===== src/rtl/multicycle_controller_if.sv =====
// Control bundle between the multicycle controller (master) and the RV32I datapath (slave).
interface multicycle_controller_if #(
    parameter int STATE_W = 4
);
    logic [6:0]         op;
    logic               zero;
    logic               mem_ready;
    logic               PCWrite;
    logic               AdrSrc;
    logic               MemWrite;
    logic               IRWrite;
    logic               RegWrite;
    logic [1:0]         ResultSrc;
    logic [1:0]         ALUSrcA;
    logic [1:0]         ALUSrcB;
    logic [1:0]         ALUOp;
    logic [1:0]         ImmSrc;
    logic               Illegal;
    logic [STATE_W-1:0] state;

    modport master (
        input  op, zero, mem_ready,
        output PCWrite, AdrSrc, MemWrite, IRWrite, RegWrite, ResultSrc,
               ALUSrcA, ALUSrcB, ALUOp, ImmSrc, Illegal, state
    );
    modport slave (
        output op, zero, mem_ready,
        input  PCWrite, AdrSrc, MemWrite, IRWrite, RegWrite, ResultSrc,
               ALUSrcA, ALUSrcB, ALUOp, ImmSrc, Illegal, state
    );
endinterface


===== src/rtl/multicycle_controller.sv =====
// Moore FSM sequencing a shared-ALU/shared-memory RV32I datapath (lw, sw, R, I, beq, jal).
// Optional MEM_WAIT_EN: FETCH, MEMREAD and MEMWRITE stall until mem_ready.
module multicycle_controller #(
    parameter int STATE_W = 4
) (
    input  logic                    clk,
    input  logic                    rst,
    multicycle_controller_if.master bus
);
    localparam logic [6:0] OP_LW  = 7'b0000011;
    localparam logic [6:0] OP_SW  = 7'b0100011;
    localparam logic [6:0] OP_R   = 7'b0110011;
    localparam logic [6:0] OP_I   = 7'b0010011;
    localparam logic [6:0] OP_BEQ = 7'b1100011;
    localparam logic [6:0] OP_JAL = 7'b1101111;

    typedef enum logic [STATE_W-1:0] {
        FETCH    = STATE_W'(0),
        DECODE   = STATE_W'(1),
        MEMADR   = STATE_W'(2),
        MEMREAD  = STATE_W'(3),
        MEMWB    = STATE_W'(4),
        MEMWRITE = STATE_W'(5),
        EXECR    = STATE_W'(6),
        ALUWB    = STATE_W'(7),
        EXECI    = STATE_W'(8),
        JAL      = STATE_W'(9),
        BEQ      = STATE_W'(10)
    } state_e;

    state_e     state_q, state_d;
    logic       pc_update, branch, adr_src, mem_write, ir_write, reg_write, illegal;
    logic [1:0] res_src, alu_a, alu_b, alu_op, imm_src;
    logic       mem_go;

`ifdef MEM_WAIT_EN
    assign mem_go = bus.mem_ready;
`else
    logic unused_mem_ready;
    assign unused_mem_ready = bus.mem_ready;
    assign mem_go           = 1'b1;
`endif

    always_ff @(posedge clk or posedge rst) begin
        if (rst) state_q <= FETCH;
        else     state_q <= state_d;
    end

    always_comb begin
        state_d   = state_q;
        pc_update = 1'b0;
        branch    = 1'b0;
        adr_src   = 1'b0;
        mem_write = 1'b0;
        ir_write  = 1'b0;
        reg_write = 1'b0;
        illegal   = 1'b0;
        res_src   = 2'b00;
        alu_a     = 2'b00;
        alu_b     = 2'b00;
        alu_op    = 2'b00;
        case (state_q)
            FETCH: begin
                res_src = 2'b10;
                alu_b   = 2'b10;
                if (mem_go) begin
                    ir_write  = 1'b1;
                    pc_update = 1'b1;
                    state_d   = DECODE;
                end
            end
            DECODE: begin
                // Branch target is precomputed here into ALUOut for BEQ
                alu_a = 2'b01;
                alu_b = 2'b01;
                case (bus.op)
                    OP_LW, OP_SW: state_d = MEMADR;
                    OP_R:         state_d = EXECR;
                    OP_I:         state_d = EXECI;
                    OP_BEQ:       state_d = BEQ;
                    OP_JAL:       state_d = JAL;
                    default: begin
                        illegal = 1'b1;
                        state_d = FETCH;
                    end
                endcase
            end
            MEMADR: begin
                alu_a   = 2'b10;
                alu_b   = 2'b01;
                state_d = (bus.op == OP_SW) ? MEMWRITE : MEMREAD;
            end
            MEMREAD: begin
                adr_src = 1'b1;
                if (mem_go) state_d = MEMWB;
            end
            MEMWB: begin
                res_src   = 2'b01;
                reg_write = 1'b1;
                state_d   = FETCH;
            end
            MEMWRITE: begin
                adr_src   = 1'b1;
                mem_write = 1'b1;
                if (mem_go) state_d = FETCH;
            end
            EXECR: begin
                alu_a   = 2'b10;
                alu_op  = 2'b10;
                state_d = ALUWB;
            end
            EXECI: begin
                alu_a   = 2'b10;
                alu_b   = 2'b01;
                alu_op  = 2'b10;
                state_d = ALUWB;
            end
            JAL: begin
                alu_a     = 2'b01;
                alu_b     = 2'b10;
                pc_update = 1'b1;
                state_d   = ALUWB;
            end
            ALUWB: begin
                reg_write = 1'b1;
                state_d   = FETCH;
            end
            BEQ: begin
                alu_a   = 2'b10;
                alu_op  = 2'b01;
                branch  = 1'b1;
                state_d = FETCH;
            end
            default: state_d = FETCH;
        endcase
    end

    always_comb begin
        case (bus.op)
            OP_SW:   imm_src = 2'b01;
            OP_BEQ:  imm_src = 2'b10;
            OP_JAL:  imm_src = 2'b11;
            default: imm_src = 2'b00;
        endcase
    end

    // Mux selects already show FETCH values during reset; only the enables need gating
    assign bus.PCWrite   = ~rst & (pc_update | (branch & bus.zero));
    assign bus.MemWrite  = ~rst & mem_write;
    assign bus.IRWrite   = ~rst & ir_write;
    assign bus.RegWrite  = ~rst & reg_write;
    assign bus.Illegal   = ~rst & illegal;
    assign bus.AdrSrc    = adr_src;
    assign bus.ResultSrc = res_src;
    assign bus.ALUSrcA   = alu_a;
    assign bus.ALUSrcB   = alu_b;
    assign bus.ALUOp     = alu_op;
    assign bus.ImmSrc    = imm_src;
    assign bus.state     = state_q;
endmodule


===== src/flat_wrapper.sv =====
// flat-port wrapper written by rule: the top's interface ports become plain ports
module multicycle_controller_flat 
#(
    parameter int STATE_W = 4
)
  (clk, rst, bus_op, bus_zero, bus_mem_ready, bus_PCWrite, bus_AdrSrc, bus_MemWrite, bus_IRWrite, bus_RegWrite, bus_ResultSrc, bus_ALUSrcA, bus_ALUSrcB, bus_ALUOp, bus_ImmSrc, bus_Illegal, bus_state);
  multicycle_controller_if #(.STATE_W(STATE_W)) bus_i ();
  input  logic clk;
  input  logic rst;
  input wire logic [$bits(bus_i.op)-1:0] bus_op;
  input wire logic [$bits(bus_i.zero)-1:0] bus_zero;
  input wire logic [$bits(bus_i.mem_ready)-1:0] bus_mem_ready;
  output wire logic [$bits(bus_i.PCWrite)-1:0] bus_PCWrite;
  output wire logic [$bits(bus_i.AdrSrc)-1:0] bus_AdrSrc;
  output wire logic [$bits(bus_i.MemWrite)-1:0] bus_MemWrite;
  output wire logic [$bits(bus_i.IRWrite)-1:0] bus_IRWrite;
  output wire logic [$bits(bus_i.RegWrite)-1:0] bus_RegWrite;
  output wire logic [$bits(bus_i.ResultSrc)-1:0] bus_ResultSrc;
  output wire logic [$bits(bus_i.ALUSrcA)-1:0] bus_ALUSrcA;
  output wire logic [$bits(bus_i.ALUSrcB)-1:0] bus_ALUSrcB;
  output wire logic [$bits(bus_i.ALUOp)-1:0] bus_ALUOp;
  output wire logic [$bits(bus_i.ImmSrc)-1:0] bus_ImmSrc;
  output wire logic [$bits(bus_i.Illegal)-1:0] bus_Illegal;
  output wire logic [$bits(bus_i.state)-1:0] bus_state;
  assign bus_i.op = bus_op;
  assign bus_i.zero = bus_zero;
  assign bus_i.mem_ready = bus_mem_ready;
  assign bus_PCWrite = bus_i.PCWrite;
  assign bus_AdrSrc = bus_i.AdrSrc;
  assign bus_MemWrite = bus_i.MemWrite;
  assign bus_IRWrite = bus_i.IRWrite;
  assign bus_RegWrite = bus_i.RegWrite;
  assign bus_ResultSrc = bus_i.ResultSrc;
  assign bus_ALUSrcA = bus_i.ALUSrcA;
  assign bus_ALUSrcB = bus_i.ALUSrcB;
  assign bus_ALUOp = bus_i.ALUOp;
  assign bus_ImmSrc = bus_i.ImmSrc;
  assign bus_Illegal = bus_i.Illegal;
  assign bus_state = bus_i.state;
  multicycle_controller #(.STATE_W(STATE_W)) u_core (.clk(clk), .rst(rst), .bus(bus_i));
endmodule

===== config.mk =====
export PLATFORM = sky130hd
export DESIGN_NAME = multicycle_controller_flat
export DESIGN_NICKNAME = d
export VERILOG_FILES = /design/src/rtl/multicycle_controller_if.sv /design/src/rtl/multicycle_controller.sv /design/src/flat_wrapper.sv
export SDC_FILE = /design/constraint.sdc
export NUM_CORES = 1
export LEC_CHECK = 0
export ABC_AREA = 1
export CORE_MARGIN = 4
export CORE_UTILIZATION = 33
export DETAILED_ROUTE_END_ITERATION = 10
export PLACE_DENSITY = 0.8
export SLEW_MARGIN = 20
export SYNTH_ARGS = -nofsm -noshare
export SYNTH_HDL_FRONTEND = slang
export SYNTH_SLANG_ARGS = --single-unit

===== constraint.sdc =====
create_clock -name clk -period 1.06 [get_ports clk]
set_clock_uncertainty 0.1 [all_clocks]
set_input_delay 0.159 -clock clk [delete_from_list [all_inputs] [get_ports clk]]
set_output_delay 0.159 -clock clk [all_outputs]
set_load 0.02 [all_outputs]

==> results of run 1 <==
[cells by family after synthesis]
logic type	after synthesis	share of synthesized area, %
AOI/OAI and AO/OA	5	5.62
buffers and inverters	17	11.9
DFF	4	18.7
and+or+nand+nor	78	63.7
[through the flow]
stage          setup slack (ps)  setup TNS (ps)  hold WS [ps]
2_1_floorplan              -322           -2960          -166
4_1_cts                    -567           -8730           147
3_3_place_gp               -978          -14570           386
3_5_place_dp               -995          -15130           384
[Yosys cell counts]
cell type / number / area [sq um]
o21ai_0: 2 / 10.0
nand2_1: 27 / 101
nor3_1: 2 / 10.0
nor2_4: 1 / 11.3
nor2_2: 2 / 12.5
nand2_4: 1 / 11.3
nand2_2: 3 / 18.8
a21oi_1: 1 / 5.00
nand4_1: 1 / 6.26
inv_1: 13 / 48.8
dfrtp_1: 4 / 100
o31ai_1: 1 / 7.51
inv_2: 4 / 15.0
nor4_1: 1 / 6.26
o211ai_1: 1 / 7.51
nand3_1: 10 / 50.1
nor2_1: 30 / 113
[timing repair]
item | 4_1_cts
endpoints found under the setup margin | 24
resized for setup | 174
pin swaps | 16
setup buffers | 8
==> impl_summary.md, run 1 <==
Yosys
In this run the mean area of a mapped cell was 5.14 sq um. Synthesis produced 104 cells. The yosys synthesis warning count is 0.

The number of distinct library cells after synthesis is 17. The number of synthesized register bits is 4. The number of nets in the synthesized netlist is 115.

The cell area after synthesis is 534 sq um. After synthesis, flip-flops and latches occupy approximately a fifth of the total area.

GRT
Entering global routing, the biggest net connects 6 pins.

Placed design
In this run the tool buffered the top-level ports with 29 buffer cells. The number of placed cells counting well taps is 179. The wire-length estimate of the detail-placed layout is ~1800 um. The congestion estimate from routability-driven global placement came to 0.873. After detailed placement, the total cell area comes to 1170 sq um.

Outcome
The tool reported: "[ERROR DPL-0038] Utilization greater than 100%, impossible to legalize". The step where the flow halted is global routing. The flow did not finish.

Clock network
Buffers inserted to repair hold after CTS numbered 0. The longest clock path from root to sink contains 2 buffers. The H-tree level count is 1. The total CTS buffers is 3. The clock net in this run drives a total of 4 sinks.

The root buffer cell is clkbuf_4.

Floorplan
The x dimension of the die is 48.2 um. For this configuration, the core starts out at a cell density of about a third. The die outline height is 48.2 um. The total I/O pin count is 31. The number of cell rows is 14.

Timing
The worst endpoint kind after the last repair is an output port. The critical endpoint after global-route timing repair is bus_Illegal.
==> run 2: changes to the inputs <==
--- a/config.mk
+++ b/config.mk
@@ -6,10 +6,10 @@
 export NUM_CORES = 1
 export LEC_CHECK = 0
 export ABC_AREA = 1
-export CORE_MARGIN = 4
-export CORE_UTILIZATION = 33
+export CORE_AREA = 4 4 65 67
 export DETAILED_ROUTE_END_ITERATION = 10
-export PLACE_DENSITY = 0.8
+export DIE_AREA = 0 0 69 71
+export PLACE_DENSITY_LB_ADDON = 0.15
 export SLEW_MARGIN = 20
 export SYNTH_ARGS = -nofsm -noshare
 export SYNTH_HDL_FRONTEND = slang
==> constraint.sdc (replaced) <==
create_clock -name clk -period 1.4 [get_ports clk]
set_clock_uncertainty 0.1 [all_clocks]
set_input_delay 0.21 -clock clk [delete_from_list [all_inputs] [get_ports clk]]
set_output_delay 0.21 -clock clk [all_outputs]
set_load 0.02 [all_outputs]
==> impl_summary.md, run 2 <==
Outcome
The run finished, with violations left. The final reports fail on setup timing.

Yosys
By count the netlist is led by 30 x nor2_1, 27 x nand2_1, 13 x inv_1, 10 x nand3_1. Of the post-synthesis cell area, the part taken by muxes is 0%. The number of nets in the synthesized netlist is 115.

The part of the Yosys area used for sequential elements is 18.7%. The yosys synthesis warning count is 0. The average instance area after synthesis is 5.14 sq um. The prevailing post-synth register cell is dfrtp_1. The post-synthesis adder-cell area fraction is 0%. The most repeated cell in the gate-level netlist after synthesis is nor2_1. In this run, synthesis inferred 0 flip-flops with an integrated enable. The fraction of the mapped netlist area in compound gates is 5.62%. The area fraction of the dominant cell type after synthesis is 21.1%.

By area, the combinational part of the netlist is dominated by simple AND/OR/NAND/NOR gates. Synthesis produced a netlist whose cell count is 104. The cell area after synthesis is 534 sq um. The number of distinct library cells after synthesis is 17. The largest area contributor in the synthesized netlist is nor2_1.

Synthesis inferred 4 register bits. The simple-gate area share of the yosys netlist is 63.7%. By area the synthesized netlist is led by nor2_1 21%, nand2_1 19%, dfrtp_1 19%. The xor and xnor area share after synthesis is 0%. The share of flip-flops with an asynchronous set or reset is 100%.

Finish
In the final layout, the share of cells above drive strength 1 is 65.0%. The post-layout net count is 190. The finished layout cell area is 1470 sq um. In the layout the commonest cells are 36 x buf_4, 22 x buf_6, 17 x nor2_1, 14 x nand2_1, 12 x nor2_4. From synthesis to final layout, the design area changed by 175%. The register with the most flip-flops in the layout has 4 of them. The most common cell after layout, fill and taps aside is buf_4. The antenna cell count is 0. Summing all multi-input logic gate instances after layout gives 567 sq um. The final-layout fill cell count is 376. In the final layout, flip-flops and latches occupy 105 sq um.

Clock network
Counting the buffers created by CTS gives 3. The clock tree buffer depth is 2. The clock insertion delay at the later pin of the skew report is between 200 and 250 ps. The number of hold-repair buffers added at the cts stage is 0.

The root buffer cell is clkbuf_8. CTS built an H-tree with a depth of 1. TritonCTS built the clock tree. Clock-pin slew was measured on the worst setup and hold paths at 30 ps.

The number of clock sinks is 4.

Route
Wires add up to 2410 um. The first detailed-routing pass took 4 iterations. The detail route stage leaves a number of antenna-violating nets equal to 0. The via count of the routed design is 910. The number of vias per cell after detailed routing is a little over 4. The post-detailed-route wirelength per cell is 10.7 um.

In the routed design, unresolved DRC markers number 0. The number of DRC markers in iteration 0 is 51.

Floorplan
The number of cell rows is 22. The core area is around 3600 sq um. The initial utilization of the core area, before any placement, comes to 14.7%.

In this run the vertical extent of the chip is around 71 um. The area of the die is 4900 sq um. The x dimension of the die is 69 um.

During I/O placement, the number of pins put on the boundary was 31.

GRT
Entering global routing, the biggest net connects 7 pins. The via count of the first global-routing pass is just under 900. The residual overflow from global routing is 0. The wire length of the first global-routing pass is 3830 um. Global routing used 9.43% of the available tracks across all layers. The number of antenna violations at the first check in global routing is 0.

Timing
The smallest clock period supported by the final layout is computed as 1630 ps. The highest achievable clock rate is 613 MHz. The final period utilization is 117%.

In this run the tightest slew margin relative to its limit is 84.9%. The final count of hold timing violations was 0. The slew at the pin closest to its max-slew limit is 227 ps. Summed over all failing endpoints, the final setup total negative slack is -2300 ps. Setup violations remaining at the end of the flow were counted as 17. Across all setup checks in the final design, the least slack found is -232 ps. Setup repair after global routing could not meet its margin everywhere. The number of slew-limit violations in the final report is 0. The hold slack is between 200 and 250 ps.

Setup path
At the worst endpoint, the arrival time is 1320 ps. The data required time of the critical path is 1090 ps. The minimum setup slack among reg-to-reg paths is -70 ps.

Counting cells, the worst reg-to-reg path comes to 8. The worst setup path is captured at an output pin. The startpoint of the lowest-slack register-to-register path is u_core.bus.state[2].

Along the worst path, the maximum fanout reaches 4. The class of the most critical setup path is reg2out. The end of the worst register-to-register path is u_core.bus.state[0]. STA classifies the critical path startpoint as a register.

Placed design
The placement-stage worst setup slack is -782 ps. Routability-driven placement finished with a final weighted congestion of ~0.83. The wire-length estimate of the detail-placed layout is 1800 um.

Once placement finished, the instance area stood at 1150 sq um. The count of buffers from port buffering is 29.

Min path
The type of the worst min-delay path is in2async.

Power and ir drop
For this design the static power due to leakage is between 0.0007 and 0.0008 uW. The power density over the cells is 1360 nW/um^2. VDD sags by at most 0.000333 V.

Job
Across the run, the number of max-cap violations was 0.
## run 2: how the worst max path moves through the flow
stage | startpoint | endpoint | slack [ps]
2_1_floorplan | u_core.bus.state[3] | bus_AdrSrc | -160
3_3_place_gp | bus_op[0] | bus_ImmSrc[1] | -740
3_5_place_dp | bus_op[4] | bus_Illegal | -780
4_1_cts | u_core.bus.state[1] | bus_Illegal | -240
5_1_grt | u_core.bus.state[1] | bus_Illegal | -310
6_report | u_core.bus.state[1] | bus_ALUSrcB[0] | -230
## run 2: logic make-up (layout without fill, tap and decap cells)
kind of cell | Yosys count | after routing
AO/OA/AOI/OAI | 5 | 5
buffers and inverters | 17 | 90
flip-flops | 4 | 4
AND/OR/NAND/NOR | 78 | 78
## run 2: cell type report
| class | count | area share (%) |
|---|---|---|
| Tap cell | 48 | 4.09 |
| Clock buffer | 3 | 2.81 |
| Multi-Input combinational cell | 83 | 38.6 |
| Timing Repair Buffer | 70 | 42.3 |
| Inverter | 17 | 5.03 |
| Sequential cell | 4 | 7.16 |
## run 2: power breakdown
part | switching (uW) | internal [uW]
combinational | 763 | 786
sequential | 65.2 | 148
clock | 54.6 | 183
total | 882 | 1120
## run 2: layer usage
layer | vias up | global-route usage, % | wire, um
met5 | - | 0 | 0
met4 | 0 | 3.90 | 8
met3 | 2 | 1.56 | 109
met2 | 27 | 17.9 | 1360
met1 | 409 | 10.3 | 929
li1 | 472 | - | -
## run 2: through the flow
step                      util (%)  cells  total power [uW]
after floorplan                  -    104               728
after global placement        31.6    212              1380
after detailed placement      31.6    212              1380
after CTS                     36.3    221              1760
after global routing          40.4    225              2120
final                         40.4    225              2000
## run 2: timing repair
action / 4_1_cts / 5_1_grt
pin swaps: 11 / 9
endpoints found under the setup margin: 21 / 23
buffers inserted: 6 / 4
cloned: 0 / 0
resized for setup: 143 / 40
## run 2: worst max-delay path, cell delays in order (launching register included)
cell and delay, ps:
dfrtp_2 440, inv_4 90, nand2_4 50, buf_4 160, nor2_4 120, nor2_1 50
nand2_1 80, buf_6 120
Note: power is estimated with default switching activity, not from simulation.
==> run 3: changes to the inputs <==
--- a/config.mk
+++ b/config.mk
@@ -6,7 +6,9 @@
 export NUM_CORES = 1
 export LEC_CHECK = 0
 export ABC_AREA = 1
+export CAP_MARGIN = 5
 export CORE_AREA = 4 4 65 67
+export CTS_CLUSTER_SIZE = 28
 export DETAILED_ROUTE_END_ITERATION = 10
 export DIE_AREA = 0 0 69 71
 export PLACE_DENSITY_LB_ADDON = 0.15
==> constraint.sdc (replaced) <==
create_clock -name clk -period 1.4 [get_ports clk]
set_clock_uncertainty 0.1 [all_clocks]
set_input_delay 0.14 -clock clk [delete_from_list [all_inputs] [get_ports clk]]
set_output_delay 0.14 -clock clk [all_outputs]
set_load 0.02 [all_outputs]
==> impl_summary.md, run 3 (synthesized netlist as in run 2, its figures left out) <==
Setup path
The class of the most critical setup path is reg2out. The startpoint type of the worst setup path is a register. The worst setup path is captured at an output pin. At the worst endpoint, the arrival time is between 1000 and 1500 ps. The data required time of the critical path is ~1200 ps. The family with the most delay on the worst path is simple AND/OR/NAND/NOR gates.

The number of buffers and inverters on the critical path is 1. Of all nets on the critical path, the largest fanout is 6. In this design, the stage delay of the slowest critical-path cell is about 470 ps. The library cell appearing most often on the critical path is nor2_2.

The standard cell with the maximum stage delay on the critical path is dfrtp_2. The critical path goes through nor2_2 -> nand2_1 -> nand2_2 -> a21oi_2 -> nor2_2 -> buf_6.

Min path
The tightest min-delay check is of the in2async type.

Outcome
The checks that failed: setup timing. The flow ran to the end, but the final reports show violations.

Floorplan
The core area is between 3000 and 4000 sq um. The floorplan has 22 rows. The initial utilization of the core area, before any placement, comes to 14.7%.

For this design the top-level I/O count stands at 31. From bottom edge to top edge, the die measures 71 um. The x dimension of the die is 69 um. The area of the die is between 4000 and 5000 sq um.

GRT
The pin count of the biggest net entering global routing is 7. The layer flagged by global routing as most heavily used is met2. The wire length of the first global-routing pass is 3930 um. The via count of the first global-routing pass came to 902. The number of antenna violations at the first check in global routing was 0. The met1 demand-to-capacity share in global routing is 10.4%. The global routing usage on met3 is ~1.7%. The met2 track demand over resource is 17.7%. The residual overflow from global routing is 0. The global router's overall resource usage is around a tenth.

Route
The number of DRC markers in iteration 0 is 16. In the final routed layout, each cell accounts on average for about 11 um. Once detail routing completed, the nets flagged for antenna violations numbered 0. The number of vias per cell after detailed routing is 4.12. After detailed routing, the number of remaining DRC violations is 0. The via count of the routed design is 930. The routed wire length is 2470 um. For this run, the detailed router's first-pass iteration total came to 6.

Placed design
Once detailed placement completed, the half-perimeter wirelength came to ~1900 um. Routability-driven placement finished with a final weighted congestion of 0.874. The instance area after placement is 1140 sq um. Input and output buffers added on the ports amount to 29. The number of placed cells counting well taps is ~210.

Finish
Registers take 105 sq um. Leaving out filler cells and counting taps, the final layout contains 226. The layout has 406 filler cells. The layout overhead on the synthesized area is 181%. The share of layout cells above drive strength 1 is between 60% and 70%.

Leaving out fill and tap cells, the most frequent cell in the layout is buf_4. The register with the most flip-flops in the layout has 4 of them. The post-layout net count is 191. The finished layout cell area is 1500 sq um. The antenna cell count is 0. The post-layout utilization of the core is between 40% and 50%. In the layout the commonest cells are 37 x buf_4, 21 x buf_6, 17 x nand2_1, 15 x nor2_1, 13 x nor2_4.

The multi-input combinational cells in the finished layout cover a total of 584 sq um.

Timing
The final critical delay including setup and external delays is ~1600 ps. At the pin with the least slew margin, the transition time is 227 ps. Dividing the final minimum period by the clock period gives 113%.

Setup total negative slack on the finished layout was measured at -1230 ps. The worst setup slack after layout is -176 ps. The highest achievable clock rate is 635 MHz. Setup violations remaining at the end of the flow were counted as 11. The final count of hold timing violations is 0.

Setup repair after global routing could not meet its margin everywhere. The hold slack is 180 ps. The worst slew margin relative to its limit is between 80 and 90%. The number of slew-limit violations in the final report is 0.

Clock network
Counting along the longest clock path gives a buffer depth of 2. After clock tree synthesis, the flow added hold-fix buffers numbering 0. The post-CTS clock slew at the launch and capture registers of the worst setup and hold paths is 30 ps. The clock insertion delay at the later pin of the skew report is ~210 ps. CTS saw 4 sinks. The tree is rooted in a clkbuf_8.

The total CTS buffers is 3. TritonCTS built the clock tree. CTS built an H-tree with a depth of 1.

Job
The max-capacitance violation count is 0.

Power and ir drop
The worst supply voltage drop on vdd is 0.000313 V. Summed over all cells, the static leakage comes to 0.000781 uW. The power density over the cells is 1320 nW/um^2.
[run 3: cell count changes in the layout (fill, tap and decap cells not counted), sizes merged]
| cell | before | now |
|---|---|---|
| inv | 17 | 16 |
| buf | 59 | 58 |
| dlygate4sd2 | 7 | 8 |
| clkinv | 0 | 1 |
| dlymetal6s2s | 0 | 1 |
[run 3: report_power, final]
part	internal, uW	switching [uW]	total, uW
clock	182	50.9	233
combinational	767	766	1530
sequential	148	63.0	211
[run 3: tightest hold or removal path, stage by stage]
cell             delay (ps)
clkdlybuf4s50_1         430
inv_1                   100
buf_4                   140
[run 3: layer usage]
layer,part of all wire (%),wire [um]
met1,39,960
met2,54,1320
met3,6.0,148
met4,1.3,31
met5,0,0
[run 3: area by class of cell]
type,instances,area share (%)
clock buffers,3,2.75
inverters,17,5.09
multi-input cells,83,39.0
flip-flops and latches,4,7.01
well taps,48,4.01
repair buffers,71,42.2
[run 3: repair_timing]
| action | in CTS | in global routing |
|---|---|---|
| pin swaps | 11 | 20 |
| resized for setup | 126 | 55 |
| endpoints found under the setup margin | 23 | 20 |
| buffers inserted | 5 | 9 |
[run 3: path summary, 6_finish.rpt]
kind / startpoint / depth (start not counted) / to / slack, ps
worst max-delay path: u_core.bus.state[2] / 6 / bus_PCWrite / -180
worst min-delay path: rst / 3 / u_core.bus.state[1] / 180
worst max register to register: u_core.bus.state[2] / 7 / u_core.bus.state[1] / 10
worst min register to register: u_core.bus.state[0] / 4 / u_core.bus.state[2] / 700
max in group asynchronous: rst / 3 / u_core.bus.state[2] / 910
min in group clk: bus_op[6] / 7 / u_core.bus.state[2] / 350
[run 3: through the flow]
| step | worst slack [ps] | power, uW |
|---|---|---|
| 2_1_floorplan | -88.0 | 719 |
| 3_3_place_gp | -650 | 1360 |
| 3_5_place_dp | -668 | 1380 |
| 4_1_cts | -204 | 1740 |
| 5_1_grt | -253 | 2110 |
| 6_report | -176 | 1980 |
